==> src/rtl/fsm_pkg.sv <==
// Shared definitions for the result-dump sequencer: state encoding and word geometry.
package fsm_pkg;
  localparam int DEF_ADDR_W     = 5;
  localparam int BYTES_PER_WORD = 4;

  typedef enum logic [2:0] {
    S_IDLE = 3'd0,
    S_READ = 3'd1,
    S_CAPT = 3'd2,
    S_SEND = 3'd3,
    S_DONE = 3'd4
  } state_e;
endpackage

==> src/rtl/word_counter.sv <==
// Loadable word counter: holds the requested word count and the current word index.
module word_counter #(
  parameter int W = 5
) (
  input  logic         clk,
  input  logic         rst,
  input  logic         load_i,
  input  logic [W:0]   cnt_i,
  input  logic         inc_i,
  output logic [W-1:0] idx_o,
  output logic         last_word_o
);
  logic [W:0] cnt_q, idx_q, idx_nxt;

  assign idx_nxt = idx_q + (W+1)'(1);

  always_ff @(negedge clk or negedge rst) begin
    if (!rst) begin
      cnt_q <= '0;
      idx_q <= '0;
    end else if (load_i) begin
      cnt_q <= cnt_i;
      idx_q <= '0;
    end else if (inc_i) begin
      idx_q <= idx_nxt;
    end
  end

  // W+1 bits so a full-memory count (2^W) still terminates after the last index.
  assign idx_o       = idx_q[W-1:0];
  assign last_word_o = (idx_nxt == cnt_q);
endmodule

==> src/rtl/fsm_salida.sv <==
// Dumps a block of data-memory words as a byte stream, MSB first, with a valid/ack handshake.
module fsm_salida
  import fsm_pkg::*;
#(
  parameter int ADDR_W = DEF_ADDR_W,
  parameter int DATA_W = 32
) (
  input  logic              clk,
  input  logic              rst,
  input  logic              start,
  input  logic [ADDR_W-1:0] base_addr,
  input  logic [ADDR_W:0]   count,
  output logic [ADDR_W-1:0] mem_addr,
  output logic              mem_rd,
  input  logic [DATA_W-1:0] mem_data,
  output logic [7:0]        tx_data,
  output logic              tx_valid,
  input  logic              tx_ack,
  output logic              busy,
  output logic              done
);
  state_e              state_q, state_d;
  logic [ADDR_W-1:0]   base_q, base_d;
  logic [DATA_W-1:0]   shift_q, shift_d;
  logic [1:0]          byte_q, byte_d;
  logic [ADDR_W-1:0]   word_idx;
  logic                last_word, cnt_load, word_inc;

  word_counter #(.W(ADDR_W)) u_word_counter (
    .clk        (clk),
    .rst        (rst),
    .load_i     (cnt_load),
    .cnt_i      (count),
    .inc_i      (word_inc),
    .idx_o      (word_idx),
    .last_word_o(last_word)
  );

  always_ff @(negedge clk or negedge rst) begin
    if (!rst) begin
      state_q <= S_IDLE;
      base_q  <= '0;
      shift_q <= '0;
      byte_q  <= '0;
    end else begin
      state_q <= state_d;
      base_q  <= base_d;
      shift_q <= shift_d;
      byte_q  <= byte_d;
    end
  end

  always_comb begin
    state_d  = state_q;
    base_d   = base_q;
    shift_d  = shift_q;
    byte_d   = byte_q;
    cnt_load = 1'b0;
    word_inc = 1'b0;
    case (state_q)
      S_IDLE: if (start) begin
        base_d   = base_addr;
        cnt_load = 1'b1;
        state_d  = (count != '0) ? S_READ : S_DONE;
      end
      S_READ: state_d = S_CAPT;
      S_CAPT: begin
        shift_d = mem_data;
        byte_d  = '0;
        state_d = S_SEND;
      end
      S_SEND: if (tx_ack) begin
        shift_d = shift_q << 8;
        byte_d  = byte_q + 2'd1;
        if (byte_q == 2'(BYTES_PER_WORD - 1)) begin
          word_inc = 1'b1;
          state_d  = last_word ? S_DONE : S_READ;
        end
      end
      S_DONE:  state_d = S_IDLE;
      default: state_d = S_IDLE;
    endcase
  end

  // All outputs decode from registered state so tx_ack never reaches tx_valid combinationally.
  assign mem_rd   = (state_q == S_READ);
  assign mem_addr = mem_rd ? (base_q + word_idx) : '0;
  assign tx_valid = (state_q == S_SEND);
  assign tx_data  = tx_valid ? shift_q[DATA_W-1 -: 8] : 8'h00;
  assign busy     = (state_q == S_READ) || (state_q == S_CAPT) || (state_q == S_SEND);
  assign done     = (state_q == S_DONE);
endmodule

==> config.mk <==
export PLATFORM = sky130hd
export DESIGN_NAME = fsm_salida
export DESIGN_NICKNAME = d
export VERILOG_FILES = /design/src/rtl/fsm_pkg.sv /design/src/rtl/word_counter.sv /design/src/rtl/fsm_salida.sv
export SDC_FILE = /design/constraint.sdc
export NUM_CORES = 1
export LEC_CHECK = 0
export BUFFER_PORTS_ARGS = -buffer_cell sky130_fd_sc_hd__buf_2
export CAP_MARGIN = 10
export CORE_MARGIN = 3
export CORE_UTILIZATION = 32
export CTS_CLUSTER_SIZE = 10
export DETAILED_ROUTE_END_ITERATION = 10
export PLACE_DENSITY = 0.59
export SLEW_MARGIN = 20
export SYNTH_ARGS = -nofsm -noshare
export SYNTH_HDL_FRONTEND = slang
export SYNTH_SLANG_ARGS = --single-unit
==> constraint.sdc <==
create_clock -name clk -period 1.6 [get_ports clk]
set_clock_uncertainty 0.1 [all_clocks]
set_input_delay 0.16 -clock clk [delete_from_list [all_inputs] [get_ports clk]]
set_output_delay 0.16 -clock clk [all_outputs]
set_load 0.02 [all_outputs]
## Word-level counts from Yosys, hierarchy flattened

Cells that the tools add are included.

| storage, ports and cells | value |
|---|---|
| memory bits (writable) | 0 |
| input port bits | 47 |
| word-level logic and storage cells | 46 |
| ROM bits | 0 |
| output and inout bits | 17 |
| flip-flop bits (word level) | 54 |
| latch bits | 0 |
| memories kept | 0 |

| operators by class | value |
|---|---|
| reduce and logical (&&, ||, !) cells | 9 |
| multipliers | 0 |
| shift operators | 0 |
| eq/ne operators | 9 |
| bitwise operators | 0 |
| muxes and demuxes | 19 |
| div/mod/pow operators | 0 |
| add/sub/neg operators | 3 |
| $lt $le $gt $ge | 0 |

Operator list:

| operator | count |
|---|---|
| 32-bit one-hot mux with 2 select lines | 1 |
| 32-bit 2-to-1 mux | 1 |
| 3-bit 2-to-1 mux | 5 |
| 6-bit 2-to-1 mux | 2 |
| 3-bit one-hot mux with 4 select lines | 1 |
| 8-bit 2-to-1 mux | 1 |
| 6-bit by 1-bit adder with 6-bit output (second input constant) | 1 |
| 3-bit by 2-bit == test with 1-bit output (second input constant) | 2 |
| 6-bit == test | 1 |
| 6-bit nonzero test | 1 |
| 5-bit adder | 1 |
| 1-bit 2-to-1 mux | 5 |
| 5-bit 2-to-1 mux | 1 |
| 2-bit by 1-bit != test with 1-bit output (second input constant) | 2 |
| 2-bit one-hot mux with 2 select lines | 1 |
| 2-bit AND reduction | 2 |
| 2-bit nonzero test | 2 |
| 3-bit by 1-bit == test with 1-bit output (second input constant) | 1 |
| 3-bit == test (second input constant) | 1 |
| 3-bit zero test | 1 |
| 3-bit AND reduction | 1 |
| 2-bit by 1-bit adder with 2-bit output (second input constant) | 1 |
| 2-bit == test (second input constant) | 1 |
| 1-bit logical OR | 2 |
| 2 further kinds | 2 |

## Logic depth before layout (Yosys ltp)

Gate-level depths: netlist (run 1).

| depth | value |
|---|---|
| depth after elaboration | 6 |
| depth in mapped cells | 8 |
| gate-level depth less buffers | 6 |

## Modules after synthesis

Synthesis (run 1) repeated with hierarchy kept, for this count alone.

| second synthesis, totals | value |
|---|---|
| cell total of the unflattened synthesis | 235 |
| area total of the unflattened synthesis | 2885.3 um2 |

Modules (own cells, without submodules):

| module | seq. area each (um2) | area an instance (um2) | times used | cells an instance |
|---|---|---|---|---|
| fsm_salida | 1051.0 | 2187.1 | 1 | 172 |
| word_counter | 300.3 | 698.2 | 1 | 63 |

==> impl_metrics.env, run 1 <==
export IMPL_avgSynthCellArea_um2=10.8
export IMPL_drv_cap=0
export IMPL_wl_per_cell_um=14.7
export IMPL_max_slew_margin_rel_pct=79.8
export IMPL_crit_type="reg -> out"
export IMPL_diodes=0
export IMPL_drcViolationCount=0
export IMPL_ctsLongestPathBuffers=2
export IMPL_die_w_um=100
export IMPL_drive_gt1_share_pct=58.7
export IMPL_netlist_area_um2=2830
export IMPL_drv_slew=0
export IMPL_place_gp_congestion=0.783
export IMPL_final_common_cell="dfrtn_1"
export IMPL_hold_path_class="reg -> reg"
export IMPL_grt_pass1_vias=2558
export IMPL_final_cell_mix="dfrtn_1 (54), buf_4 (50), buf_2 (46), buf_6 (39), nand2_1 (26)"
export IMPL_hold_depth=2
export IMPL_async_reset_ff_share_pct=100
export IMPL_synth_seq_cells=54
export IMPL_viasPerCell=4.80
export IMPL_synth_nets=315
export IMPL_cp_start_kind="register"
export IMPL_floorplan_die_area_um2=10000
export IMPL_vias=2442
export IMPL_cts_max_level=2
export IMPL_p_switching_mw=2.98
export IMPL_tightest_slew_ns=0.303
export IMPL_clockPowerShare_pct=10.1
export IMPL_drtIter0Drc=107
export IMPL_numCtsBuffers=5
export IMPL_power_density_nw_per_um2=1780
export IMPL_syn_to_final_growth_pct=63.0
export IMPL_wirelength_mm=7.46
export IMPL_die_y_um=100
export IMPL_layout_nets=457
export IMPL_postSynthCellCount=261
export IMPL_synth_cell_types=42
export IMPL_start_util_pct=33.7
export IMPL_final_util_pct=55.0
export IMPL_rsz0062_at_grt="true"
export IMPL_antenna_found_initial=0
export IMPL_cp_max_fo=2
export IMPL_dp_cells=466
export IMPL_cp_arrival_ns=2.63
export IMPL_power_frac_seq_pct=28.5
export IMPL_seq_area_frac_synth_pct=47.8
export IMPL_clock_root_buffer="clkbuf_8"
export IMPL_cts_hold_buf=0
export IMPL_port_buffers=63
export IMPL_worst_setup_hold_path_clk_slew_ns=0.07
export IMPL_violations="setup timing"
export IMPL_status="finished, violations left"
export IMPL_ir_drop_mv=0.754
export IMPL_cts_tree="yes"
export IMPL_reg2regPathDepth=12
export IMPL_endpoint_kind="output port"
export IMPL_core_area_um2=8380
export IMPL_power_mw=8.19
export IMPL_setup_slack_ns=-1.29
export IMPL_track_usage_pct=15.2
export IMPL_dp_hpwl_mm=4.78
export IMPL_grt_max_degree=55
export IMPL_power_leakage_nw=2.27
export IMPL_overflow=0
export IMPL_swShare_pct=36.4
export IMPL_synth_edff_count=0
export IMPL_required_ns=1.34
export IMPL_fill_cells=714
export IMPL_p_int_mw=5.21
export IMPL_final_hold_viol_count=0
export IMPL_clock_sinks=54
export IMPL_comb_power_share_pct=61.3
export IMPL_row_count=33
export IMPL_final_cells=509
export IMPL_setup_viol_count_final=70
export IMPL_ant_nets=0
export IMPL_synth_main_ff_cell="dfrtn_1"
export IMPL_ios=64
export IMPL_ys_warn_count=0
export IMPL_clock_latency_ns=0.31
export IMPL_dr_pass1_iters=4
export IMPL_grt_first_pass_wirelength_mm=12.2
power groups by stage:
stage	clock, mW	sequential [mW]	combinational [mW]
after floorplan	0	2.24	2.48
after global placement	0	2.29	3.32
after detailed placement	0	2.31	3.35
after CTS	0.854	2.30	4.78
after global routing	0.921	2.40	5.44
final	0.829	2.34	5.03
logic make-up (layout without fill, tap and decap cells):
family                   after synthesis  count (layout)  synth area share, %
XOR/XNOR                              12              12                 3.72
multiplexers                          34              34                 12.5
buffers and inverters                 17             160                 4.38
flip-flops                            54              54                 47.8
AO/OA/AOI/OAI                         61              61                 14.4
AND/OR/NAND/NOR                       76              76                 13.8
adder cells (fa/ha/maj)                7               7                 3.36
path summary, 6_finish.rpt:
path                                    startpoint           to  slack [ns]
max                        u_word_counter.idx_q[0]  mem_addr[4]       -1.29
min                                    shift_q[15]  shift_q[15]        0.34
max reg2reg                             state_q[2]  shift_q[11]       -0.58
min reg2reg                            shift_q[15]  shift_q[15]        0.34
max in group asynchronous                      rst    byte_q[0]        0.69
min in group asynchronous                      rst    base_q[2]        0.40
cell type report:
| class | count | area (um2) | area share (%) |
|---|---|---|---|
| multi-input combinational | 190 | 1690 | 36.7 |
| timing repair inverter | 1 | 6.26 | 0.136 |
| tap | 105 | 131 | 2.85 |
| clock buffer | 6 | 82.6 | 1.79 |
| clock inverter | 2 | 16.3 | 0.353 |
| timing repair buffer | 148 | 1310 | 28.4 |
| sequential | 54 | 1350 | 29.3 |
| inverter | 3 | 18.8 | 0.407 |
layer usage:
layer	vias up	part of all wire, %	GRT usage, %
li1	1214	-	-
met1	1171	48	21.4
met2	47	46	24.3
met3	10	3.7	2.50
met4	0	2.0	4.15
met5	-	0	0
repair_timing:
| item | 4_1_cts | 5_1_grt |
|---|---|---|
| setup endpoints to repair | 69 | 70 |
| resized for setup | 74 | 40 |
| buffers inserted | 27 | 11 |
| pin swaps | 24 | 18 |
| cloned | 6 | 0 |
synthesized netlist by cell type, types with 2 or more instances:
library cell	n	area, um2
a22o_1	9	78.8
nor2_1	9	33.8
o21ai_1	17	85.1
a311oi_1	3	26.3
xnor2_1	8	70.1
and2_1	10	62.6
nand2b_1	2	12.5
nand4_1	2	12.5
mux2_2	10	113
o21ai_0	11	55.1
nand2_1	36	135
clkbuf_1	3	11.3
xor2_1	4	35.0
and3_1	4	25.0
a21oi_1	4	20.0
a31oi_1	2	12.5
nand3_1	6	30.0
ha_1	6	75.1
o21ai_2	5	43.8
buf_6	7	78.8
buf_2	3	15.0
dfrtn_1	54	1350
mux2i_1	24	240
inv_1	2	7.51
a21o_1	3	22.5
stage by stage:
stage | setup TNS [ns] | worst slack, ns | area (um2) | hold slack (ns)
CTS | -33.57 | -1.31 | 4480 | 0.336
finish | -38.27 | -1.29 | 4610 | 0.337
detailed placement | -30.58 | -1.01 | 3740 | 0.331
global route | -43.63 | -1.39 | 4610 | 0.357
global placement | -30.49 | -0.998 | 3740 | 0.313
floorplan | -20.77 | -0.958 | 3010 | 0.290
critical path, cell delays in order, from the launching register on:
cell and delay, ns:
dfrtn_1 0.39, ha_4 0.18, fa_2 0.33, a21o_1 0.17
a21oi_2 0.12, xnor2_1 0.09, nor2_2 0.12, buf_6 0.12
flip-flops by register name (all words and copies together), names as in the netlist:
name	cells
shift_q	32
u_word_counter.cnt_q	6
u_word_counter.idx_q	6
base_q	5
state_q	3
byte_q	2
No activity file was read; power rests on OpenSTA's default activity.
==> run 2, diff against run 1 <==
Settings changed: CORE_UTILIZATION 32 to 49, PLACE_DENSITY 0.59 to 0.81.
==> impl_metrics.env, run 2 (synthesis results as in run 1) <==
export IMPL_rsz0062_at_grt="true"
export IMPL_clock_sinks=54
export IMPL_drive_gt1_share_pct=62.7
export IMPL_final_cell_mix="dfrtn_1 (54), buf_4 (53), buf_2 (46), buf_6 (33), mux2i_1 (24)"
export IMPL_final_common_cell="dfrtn_1"
export IMPL_power_mw=9.16
export IMPL_dp_cells=428
export IMPL_tns_ns=-39.27
export IMPL_largest_reg_flops=32
export IMPL_drcViolationCount=0
export IMPL_drv_slew=0
export IMPL_grt_first_pass_wirelength_mm=13.4
export IMPL_top_regs="shift_q (32), u_word_counter.cnt_q (6), u_word_counter.idx_q (6)"
export IMPL_layout_nets=463
export IMPL_wirelength_mm=10.7
export IMPL_wl_per_cell_um=22.1
export IMPL_top_register="shift_q"
export IMPL_cts_max_level=2
export IMPL_dr_pass1_iters=5
export IMPL_setup_slack_ns=-1.41
export IMPL_antenna_found_initial=1
export IMPL_ctsLongestPathBuffers=2
export IMPL_place_area_um2=3680
export IMPL_cp_max_fo=2
export IMPL_die_y_um=82.0
export IMPL_vias=2862
export IMPL_dp_hpwl_mm=4.86
export IMPL_hold_ws_ns=0.351
export IMPL_cts_tree="yes"
export IMPL_hold_path_class="reg -> reg"
export IMPL_power_leakage_nw=2.41
export IMPL_drtIter0Drc=273
export IMPL_cp_arrival_ns=2.75
export IMPL_place_gp_congestion=0.798
export IMPL_grt_max_degree=55
export IMPL_crit_type="reg -> out"
export IMPL_tightest_slew_ns=0.344
export IMPL_ant_nets=0
export IMPL_violations="setup timing"
export IMPL_row_count=27
export IMPL_floorplan_die_area_um2=6720
export IMPL_port_buffers=63
export IMPL_numCtsBuffers=5
export IMPL_ir_drop_mv=1.03
export IMPL_final_hold_viol_count=0
export IMPL_drv_cap=0
export IMPL_final_cells=483
export IMPL_hold_depth=1
export IMPL_cts_hold_buf=0
export IMPL_status="finished, violations left"
export IMPL_power_density_nw_per_um2=1920
export IMPL_die_w_um=82.0
export IMPL_required_ns=1.34
export IMPL_endpoint_kind="output port"
export IMPL_worst_setup_hold_path_clk_slew_ns=0.07
export IMPL_max_slew_margin_rel_pct=76.9
export IMPL_syn_to_final_growth_pct=68.4
export IMPL_track_usage_pct=26.9
export IMPL_start_util_pct=51.0
export IMPL_cp_start_kind="register"
export IMPL_fin_area_um2=4760
export IMPL_grt_pass1_vias=2645
export IMPL_overflow=0
export IMPL_reg2regPathDepth=11
export IMPL_clock_latency_ns=0.32
export IMPL_core_area_um2=5540
export IMPL_clock_root_buffer="clkbuf_8"
export IMPL_ios=64
export IMPL_viasPerCell=5.93
export IMPL_setup_viol_count_final=70
run 2: final cells by class:
class                      count  area, um2
antenna                        1       2.50
multi-input combinational    190       1730
timing repair buffer         154       1460
fill                         243        779
sequential                    54       1350
tap                           72       90.1
clock inverter                 2       12.5
inverter                       3       18.8
timing repair inverter         1       8.76
clock buffer                   6       82.6
run 2: repair_timing:
action	4_1_cts	5_1_grt
gates cloned	6	2
pin swaps	19	13
setup buffers	26	19
endpoints found under the setup margin	68	70
gates resized for setup	70	61
run 2: routing by layer:
| metal | share of wire, % | vias to the layer above | global-route usage (%) | wire length, um |
|---|---|---|---|---|
| met5 | 0 | - | 0 | 0 |
| met4 | 5.0 | 0 | 10.1 | 532 |
| met3 | 7.3 | 63 | 7.13 | 777 |
| met2 | 49 | 168 | 43.2 | 5210 |
| met1 | 39 | 1408 | 34.8 | 4140 |
| li1 | - | 1223 | - | - |
run 2: power by group:
part | total [mW] | leakage [nW] | switching (mW) | internal (mW)
Sequential | 2.45 | 0.702 | 0.508 | 1.95
Combinational | 5.86 | 1.66 | 2.64 | 3.23
Clock | 0.843 | 0.0472 | 0.493 | 0.350
run 2: metrics by stage:
stage / setup WS [ns] / utilization [%]
global placement: -0.985 / 66.5
finish: -1.41 / 85.9
detailed placement: -1.08 / 66.5
global route: -1.46 / 85.9
CTS: -1.36 / 78.8
floorplan: -0.958 / -
run 2: path summary, 6_finish.rpt:
check	start	endpoint	slack, ns
min in group asynchronous	rst	shift_q[28]	0.40
max reg2reg	state_q[0]	shift_q[6]	-0.56
min reg2reg	shift_q[0]	shift_q[0]	0.35
min	shift_q[0]	shift_q[0]	0.35
max	u_word_counter.idx_q[0]	mem_addr[4]	-1.41
max in group asynchronous	rst	u_word_counter.cnt_q[4]	0.71
run 2: critical path: stages (launching register included):
cell and delay (ns):
dfrtn_1 0.40, ha_4 0.19, fa_2 0.36, a21o_1 0.18
a21oi_2 0.18, xnor2_2 0.14, nor2_2 0.05, buf_6 0.12
